$ cat config.mk
export PLATFORM = sky130hd
export DESIGN_NAME = tone_scheduler
export DESIGN_NICKNAME = d
export VERILOG_FILES = /design/src/rtl/tone_scheduler.sv
export SDC_FILE = /design/constraint.sdc
export NUM_CORES = 1
export LEC_CHECK = 0
export CELL_PAD_IN_SITES_DETAIL_PLACEMENT = 1
export CELL_PAD_IN_SITES_GLOBAL_PLACEMENT = 2
export CORE_MARGIN = 8
export CORE_UTILIZATION = 43
export CTS_BUF_LIST = sky130_fd_sc_hd__clkbuf_4 sky130_fd_sc_hd__clkbuf_8 sky130_fd_sc_hd__clkbuf_16
export DETAILED_ROUTE_END_ITERATION = 16
export PLACE_DENSITY_LB_ADDON = 0.1
export SLEW_MARGIN = 20
export SYNTH_ARGS = -nofsm -noshare
export SYNTH_HDL_FRONTEND = slang
export SYNTH_SLANG_ARGS = --single-unit
$ cat constraint.sdc
create_clock -name clock -period 5.7 [get_ports clock]
set_input_delay 1.425 -clock clock [delete_from_list [all_inputs] [get_ports clock]]
set_output_delay 1.425 -clock clock [all_outputs]
set_load 0.05 [all_outputs]
$ cat src/rtl/tone_scheduler.sv
// rtl/tone_scheduler.sv - frequency-pair request FIFO with dwell/hold pacing for the tone generator
// Optional macro TONE_SCHED_OVERWRITE_EN: a push into a full queue overwrites the tail entry.
module tone_scheduler #(
   parameter int DEPTH_LOG    = 3,
   parameter int DWELL_CYCLES = 65536,
   parameter int HOLD_CYCLES  = 1048576
) (
   input  logic               clock,
   input  logic               reset,
   input  logic               req_valid,
   input  logic [4:0]         req_freq1,
   input  logic [4:0]         req_freq2,
   output logic               req_ready,
   input  logic               flush,
   output logic [4:0]         freq_id1,
   output logic [4:0]         freq_id2,
   output logic               new_f,
   output logic               busy,
   output logic [DEPTH_LOG:0] level,
   output logic               overflow
);

   localparam int DEPTH   = 1 << DEPTH_LOG;
   localparam int CNT_MAX = (DWELL_CYCLES > HOLD_CYCLES) ? DWELL_CYCLES : HOLD_CYCLES;
   localparam int CW      = $clog2(CNT_MAX + 1);
   localparam logic [4:0]         SIL     = 5'b11111;
   localparam logic [DEPTH_LOG:0] DEPTH_V = (DEPTH_LOG + 1)'(DEPTH);
   localparam logic [CW-1:0]      DWELL_LOAD = CW'(DWELL_CYCLES);
   // HOLD is entered one edge after dwell expiry and SILENCE costs one more edge,
   // so the counter is biased to put the silence edge DWELL+HOLD+1 after the pair edge.
   localparam logic [CW-1:0]      HOLD_LOAD  = (HOLD_CYCLES >= 2) ? CW'(HOLD_CYCLES - 2) : '0;

   typedef enum logic [1:0] {IDLE, DWELL, HOLD, SILENCE} state_t;

   state_t               state_q, state_nxt;
   logic [CW-1:0]        cnt_q, cnt_nxt;
   logic [4:0]           f1_nxt, f2_nxt;
   logic                 new_f_nxt;
   logic                 pop;

   logic [9:0]           mem [DEPTH];
   logic [DEPTH_LOG-1:0] wptr, rptr, tail;
   logic                 full, empty, push_req, push, drop, ovw;
   logic [9:0]           head;
   logic [4:0]           n1, n2;

   assign full     = (level == DEPTH_V);
   assign empty    = (level == '0);
   assign push_req = req_valid && !flush;
   assign tail     = wptr - DEPTH_LOG'(1);
   assign head     = mem[rptr];
   assign busy     = (state_q != IDLE);

`ifdef TONE_SCHED_OVERWRITE_EN
   assign req_ready = !flush;
   assign push      = push_req && (!full || pop);
   assign ovw       = push_req && full && !pop;
   assign drop      = 1'b0;
`else
   assign req_ready = !full && !flush;
   assign push      = push_req && !full;
   assign ovw       = 1'b0;
   assign drop      = push_req && full;
`endif

   // Normalise the head entry: silent id moves to slot 2, a doubled id collapses to one tone.
   always_comb begin
      n1 = head[9:5];
      n2 = head[4:0];
      if (n1 == SIL && n2 != SIL) begin
         n1 = head[4:0];
         n2 = head[9:5];
      end
      if (n1 == n2 && n1 != SIL) n2 = SIL;
   end

   always_comb begin
      state_nxt = state_q;
      cnt_nxt   = cnt_q;
      f1_nxt    = freq_id1;
      f2_nxt    = freq_id2;
      new_f_nxt = 1'b0;
      pop       = 1'b0;
      if (flush) begin
         state_nxt = SILENCE;
      end else begin
         case (state_q)
            IDLE:    pop = !empty;
            DWELL: begin
               if (cnt_q != '0) begin
                  cnt_nxt = cnt_q - CW'(1);
               end else if (!empty) begin
                  pop = 1'b1;
               end else begin
                  cnt_nxt   = HOLD_LOAD;
                  state_nxt = HOLD;
               end
            end
            HOLD: begin
               if (!empty)              pop       = 1'b1;
               else if (cnt_q != '0)    cnt_nxt   = cnt_q - CW'(1);
               else                     state_nxt = SILENCE;
            end
            SILENCE: begin
               f1_nxt    = SIL;
               f2_nxt    = SIL;
               new_f_nxt = !(freq_id1 == SIL && freq_id2 == SIL);
               state_nxt = IDLE;
            end
            default: state_nxt = IDLE;
         endcase
         if (pop) begin
            f1_nxt    = n1;
            f2_nxt    = n2;
            new_f_nxt = ({n1, n2} != {freq_id1, freq_id2});
            cnt_nxt   = DWELL_LOAD;
            state_nxt = DWELL;
         end
      end
   end

   always_ff @(posedge clock or negedge reset) begin
      if (!reset) begin
         state_q  <= IDLE;
         cnt_q    <= '0;
         freq_id1 <= SIL;
         freq_id2 <= SIL;
         new_f    <= 1'b0;
      end else begin
         state_q  <= state_nxt;
         cnt_q    <= cnt_nxt;
         freq_id1 <= f1_nxt;
         freq_id2 <= f2_nxt;
         new_f    <= new_f_nxt;
      end
   end

   always_ff @(posedge clock or negedge reset) begin
      if (!reset) begin
         wptr     <= '0;
         rptr     <= '0;
         level    <= '0;
         overflow <= 1'b0;
      end else begin
         overflow <= overflow | drop | ovw;
         if (flush) begin
            rptr  <= wptr;
            level <= '0;
         end else begin
            if (push) wptr <= wptr + DEPTH_LOG'(1);
            if (pop)  rptr <= rptr + DEPTH_LOG'(1);
            case ({push, pop})
               2'b10:   level <= level + (DEPTH_LOG + 1)'(1);
               2'b01:   level <= level - (DEPTH_LOG + 1)'(1);
               default: level <= level;
            endcase
         end
      end
   end

   always_ff @(posedge clock) begin
      if (push)     mem[wptr] <= {req_freq1, req_freq2};
      else if (ovw) mem[tail] <= {req_freq1, req_freq2};
   end

endmodule

==> Word-level counts from Yosys, hierarchy flattened <==
Memories as Yosys holds them, arrays and structs flattened.
Index checks and enable logic that the tools add are counted.
{ "op_classes": {"add_sub_neg": 5, "n_eq_ne": 20, "muxes": 33, "bitwise_logic": 2, "reduce_logical": 24} }
{ "ops": {"columns": ["op", "n"], "rows": [
  ["$mux W21", 5],
  ["$pmux W21 S2", 1],
  ["$mux W5", 6],
  ["$reduce_bool A21 Y1", 1],
  ["$sub A21 B1 Y21 const B", 1],
  ["$ne A4 B4 Y1 const B", 5],
  ["$eq A5 B5 Y1 const B", 3],
  ["$mux W2", 6],
  ["$ne A10 B10 Y1", 1],
  ["$ne A5 B5 Y1 const B", 2],
  ["$reduce_and A5 Y1", 2],
  ["$mux W1", 9],
  ["$pmux W4 S2", 1],
  ["$logic_and A1 B1 Y1", 7],
  ["$add A3 B1 Y3 const B", 2],
  ["$eq A2 B2 Y1 const B", 3],
  ["$mux W3", 2],
  ["$ne A3 B3 Y1 const B", 2],
  ["$pmux W2 S3", 1],
  ["$reduce_bool A2 Y1", 3],
  ["$reduce_bool A3 Y1", 2],
  ["$eq A5 B5 Y1", 1],
  ["$reduce_bool A5 Y1", 1],
  ["$add A4 B1 Y4 const B", 1],
  ["11 further kinds", 16]
]} }
{ "totals": {"reg_bits": 45, "ramBits": 80, "in_bits": 14, "memories": 1} }
{ "memory_table": {"columns": ["name", "depth", "width", "rd", "rd_clocked_by_memory_dff", "write_ports", "line_no", "rtl"], "rows": [
  ["mem", 8, 10, 1, 0, 1, "41", "logic [9:0] mem [DEPTH];"]
]} }

==> Longest topological paths before layout <==
An unclocked memory read counts as a cell.
{ "depth": {"depth_word": 10, "mapped_depth": 13, "ltp_nobuf": 13} }

==> Least setup slack after synthesis <==
OpenSTA, ideal clock, no wires.
{ "synth_path": {"path_kind": "input-to-output", "startpoint": "in flush", "endpoint": "out req_ready", "t_arrival_ps": 2553, "required_time_ps": 4275, "setup_slack_ps": 1722, "cell_stages": 3, "n_path_buf": 2, "path_cell_list": "clkbuf_1 > clkbuf_1 > a21oi_1"} }
{ "synth_between": {"elab_chain_len": 2} }
{ "synth_lines": {"columns": ["element", "line_no", "rtl"], "rows": [
  ["start: declaration", "14", "input logic flush,"],
  ["$logic_not A1 Y1", "60", "assign req_ready = !full && !flush;"],
  ["$logic_and A1 B1 Y1", "60", null],
  ["end: declaration", "13", "output logic req_ready,"]
]} }
Every way passes these cells.

==> Worst setup path in the final report <==
Ends and elaborated chain as after synthesis.

==> flow_metrics.tcl <==
set metrics [dict create \
    grt_pass1_vias 4127 \
    die_area_sq_um 18100 \
    power_leakage_nw 2.51 \
    drv_cap 0 \
    die_y_um 135 \
    slew_viol_final 0 \
    post_cts_resized 0 \
    cts_tree "built" \
    root_buffer "clkbuf_16" \
    avgSynthCellArea_sq_um 13.7 \
    hold_buffers 0 \
    grt_max_degree 46 \
    path_clk_slew_ns 0.06 \
    hold_class "reg2reg" \
    finalInstanceArea_sq_um 7100 \
    relSlewSlack_pct 29.6 \
    antenna_found_initial 0 \
    path_delay_family "buffers and inverters" \
    clock_skew_ns 0.00654 \
    r2r_slack_ns 2.06 \
    synth_edf_count 80 \
    seq_area_frac_synth_pct 58.5 \
    io_buffers 31 \
    fill_cells 1366 \
    rsz0062_at_grt "no" \
    ys.warnings.count 0 \
    num_antenna_cells 0 \
    startpoint_type "primary input" \
    finalSetupViolations 0 \
    fin_nets 507 \
    start_util_pct 43.8 \
    numCtsBuffers 17 \
    hold_end "overflow" \
    post_dp_cell_area_sq_um 6520 \
    vias 3888 \
    coreArea_sq_um 13800 \
    clock-sinks 125 \
    final_cell_mix "edfxtp_1, nor2_1, a21oi_1" \
    cp_slowest_cell "clkdlybuf4s50_1" \
    grt_use_total_pct 16.5 \
    hold_viol 0 \
    synthCells 443 \
    fin_hold_ws_ns 0.478 \
    path_cells "clkdlybuf4s50_1 > buf_4 > a21oi_1 > clkdlybuf4s50_1" \
    hold_depth 1 \
    fmax_ghz 0.227 \
    synth-main-ff-cell "edfxtp_1" \
    reg2reg_to "new_f" \
    via_per_inst 5.73 \
    gp_congestion 0.747 \
    row_count 43 \
    clkLatencyLatePin_ns 0.41 \
    die_x_um 135 \
    worstSetupEndpointType "primary output" \
    p_per_area_nw_per_um2 560 \
    crit_top_cell "clkdlybuf4s50_1" \
    stdcell_count 679 \
    drt-initial-drc-count 231 \
    worstMarginPinSlew_ns 1.05 \
    hp-start "overflow" \
    critPathKind "in2out" \
    ioPinCount 32 \
    post-route-util_pct 51.3 \
    ant_nets 0 \
    crit_path_max_fanout 16 \
    syn_nets 464 \
    cts.path.max_buffers 2 \
    cp.arrival_ns 2.97 \
    syn_area_sq_um 6050 \
    synth-seq-cells 125 \
    drtPass1Iterations 4 \
    min_period_ns 4.40 \
    routed_wl_mm 14.0 \
    dp_cells 647 \
    grt_pass1_wl_mm 23.1 \
    path_buf_inv 3 \
    fin_crit_sh_pct 77.2 \
    final_common_cell "edfxtp_1" \
    overflow 0 \
    cpPeakStageDelay_ns 0.82 \
    timing.rr.start "rptr[0]" \
    hpwlAfterDp_mm 9.53 \
    run_status "finished, final reports clean" \
    irDropWorstVdd_mv 0.396 \
    wire_per_inst_um 20.7 \
    ff2ff_path_depth 8 \
    synth.distinct_cells 69 \
    cts_setup_buffers 0 \
    final_layout_size_suffix_gt1_share_pct 19.8 \
    critPathRequiredTime_ns 4.28 \
    fin_tns_setup_ns 0 \
    drc_errors 0 \
    htreeDepth 4 \
    synthArstFlopShare_pct 36.0 \
    syn_to_final_growth_pct 17.3 \
]
[final cells by class]
class                           instances  area [sq um]  share of cell area, %
Sequential cell                       125          3540                   49.9
Inverter                                9          33.8                  0.476
Timing Repair Buffer                   41           380                   5.36
Multi-Input combinational cell        292          2340                   33.0
Clock buffer                           17           425                   5.99
Clock inverter                         15           150                   2.12
Tap cell                              180           225                   3.17
[report_power, final]
| part | internal, W | total, W | switching (W) |
|---|---|---|---|
| clock network | 0.000615 | 0.00106 | 0.000444 |
| registers | 0.00116 | 0.00139 | 0.000227 |
| logic | 0.000644 | 0.00153 | 0.000884 |
| total | 0.00242 | 0.00397 | 0.00155 |
[kinds of logic after synthesis]
group / Yosys count / share of synthesized area (%)
flip-flops: 125 / 58.5
AND/OR/NAND/NOR: 124 / 10.2
AO/OA/AOI/OAI: 112 / 13.1
multiplexers: 34 / 11.6
buffers and inverters: 26 / 2.85
XOR/XNOR: 15 / 2.17
adder cells (fa/ha/maj): 7 / 1.57
[cell usage after synthesis (all sizes together), types with 2 or more instances]
library cell / n / area share, %
a211oi: 4 / 0.50
a21o: 4 / 0.50
a21oi: 37 / 3.1
a221oi: 4 / 0.68
a22oi: 2 / 0.25
a31oi: 7 / 0.72
buf: 14 / 2.1
clkbuf: 3 / 0.19
dfrtp: 35 / 14
dfstp: 10 / 4.3
edfxtp: 80 / 40
ha: 6 / 1.2
inv: 9 / 0.56
mux2: 2 / 0.37
mux2i: 12 / 3.6
mux4: 20 / 7.6
nand2: 28 / 1.7
nand2b: 5 / 0.52
nand3: 6 / 0.50
nor2: 42 / 2.6
nor2b: 2 / 0.21
nor3: 17 / 1.4
nor4: 7 / 0.83
o211ai: 3 / 0.37
o21ai: 8 / 0.66
o21ba: 5 / 0.83
o22a: 20 / 2.9
o31ai: 4 / 0.50
or2: 3 / 0.31
or3: 3 / 0.39
or4: 5 / 0.68
xnor2: 11 / 1.6
xor2: 4 / 0.58
[how the worst max path moves through the flow]
stage	start	end	slack, ns	cells past startpoint
5_1_grt	flush	req_ready	1.22	4
3_5_place_dp	flush	req_ready	1.28	4
2_1_floorplan	flush	req_ready	1.72	3
6_report	flush	req_ready	1.30	4
3_3_place_gp	flush	req_ready	1.31	4
4_1_cts	flush	req_ready	1.28	4
[per-layer routing]
layer	vias to the layer above	GRT usage [%]	wire length, um
li1	1825	-	-
met1	1980	22.2	6680
met2	65	26.0	6710
met3	18	3.19	442
met4	0	6.49	216
met5	-	0	0
[state kept, by name, summed over array words and instances (netlist names), 2 cells and up]
name / count
level: 4
freq_id1: 5
wptr: 3
mem: 80
cnt_q: 21
state_q: 2
rptr: 3
freq_id2: 5
[stage by stage]
step                total power (W)  worst slack (ns)
floorplan                   0.00254              1.72
global placement            0.00292              1.31
detailed placement          0.00294              1.28
CTS                         0.00401              1.28
global route                0.00420              1.22
finish                      0.00397              1.30
No activity file was read; power rests on OpenSTA's default activity.
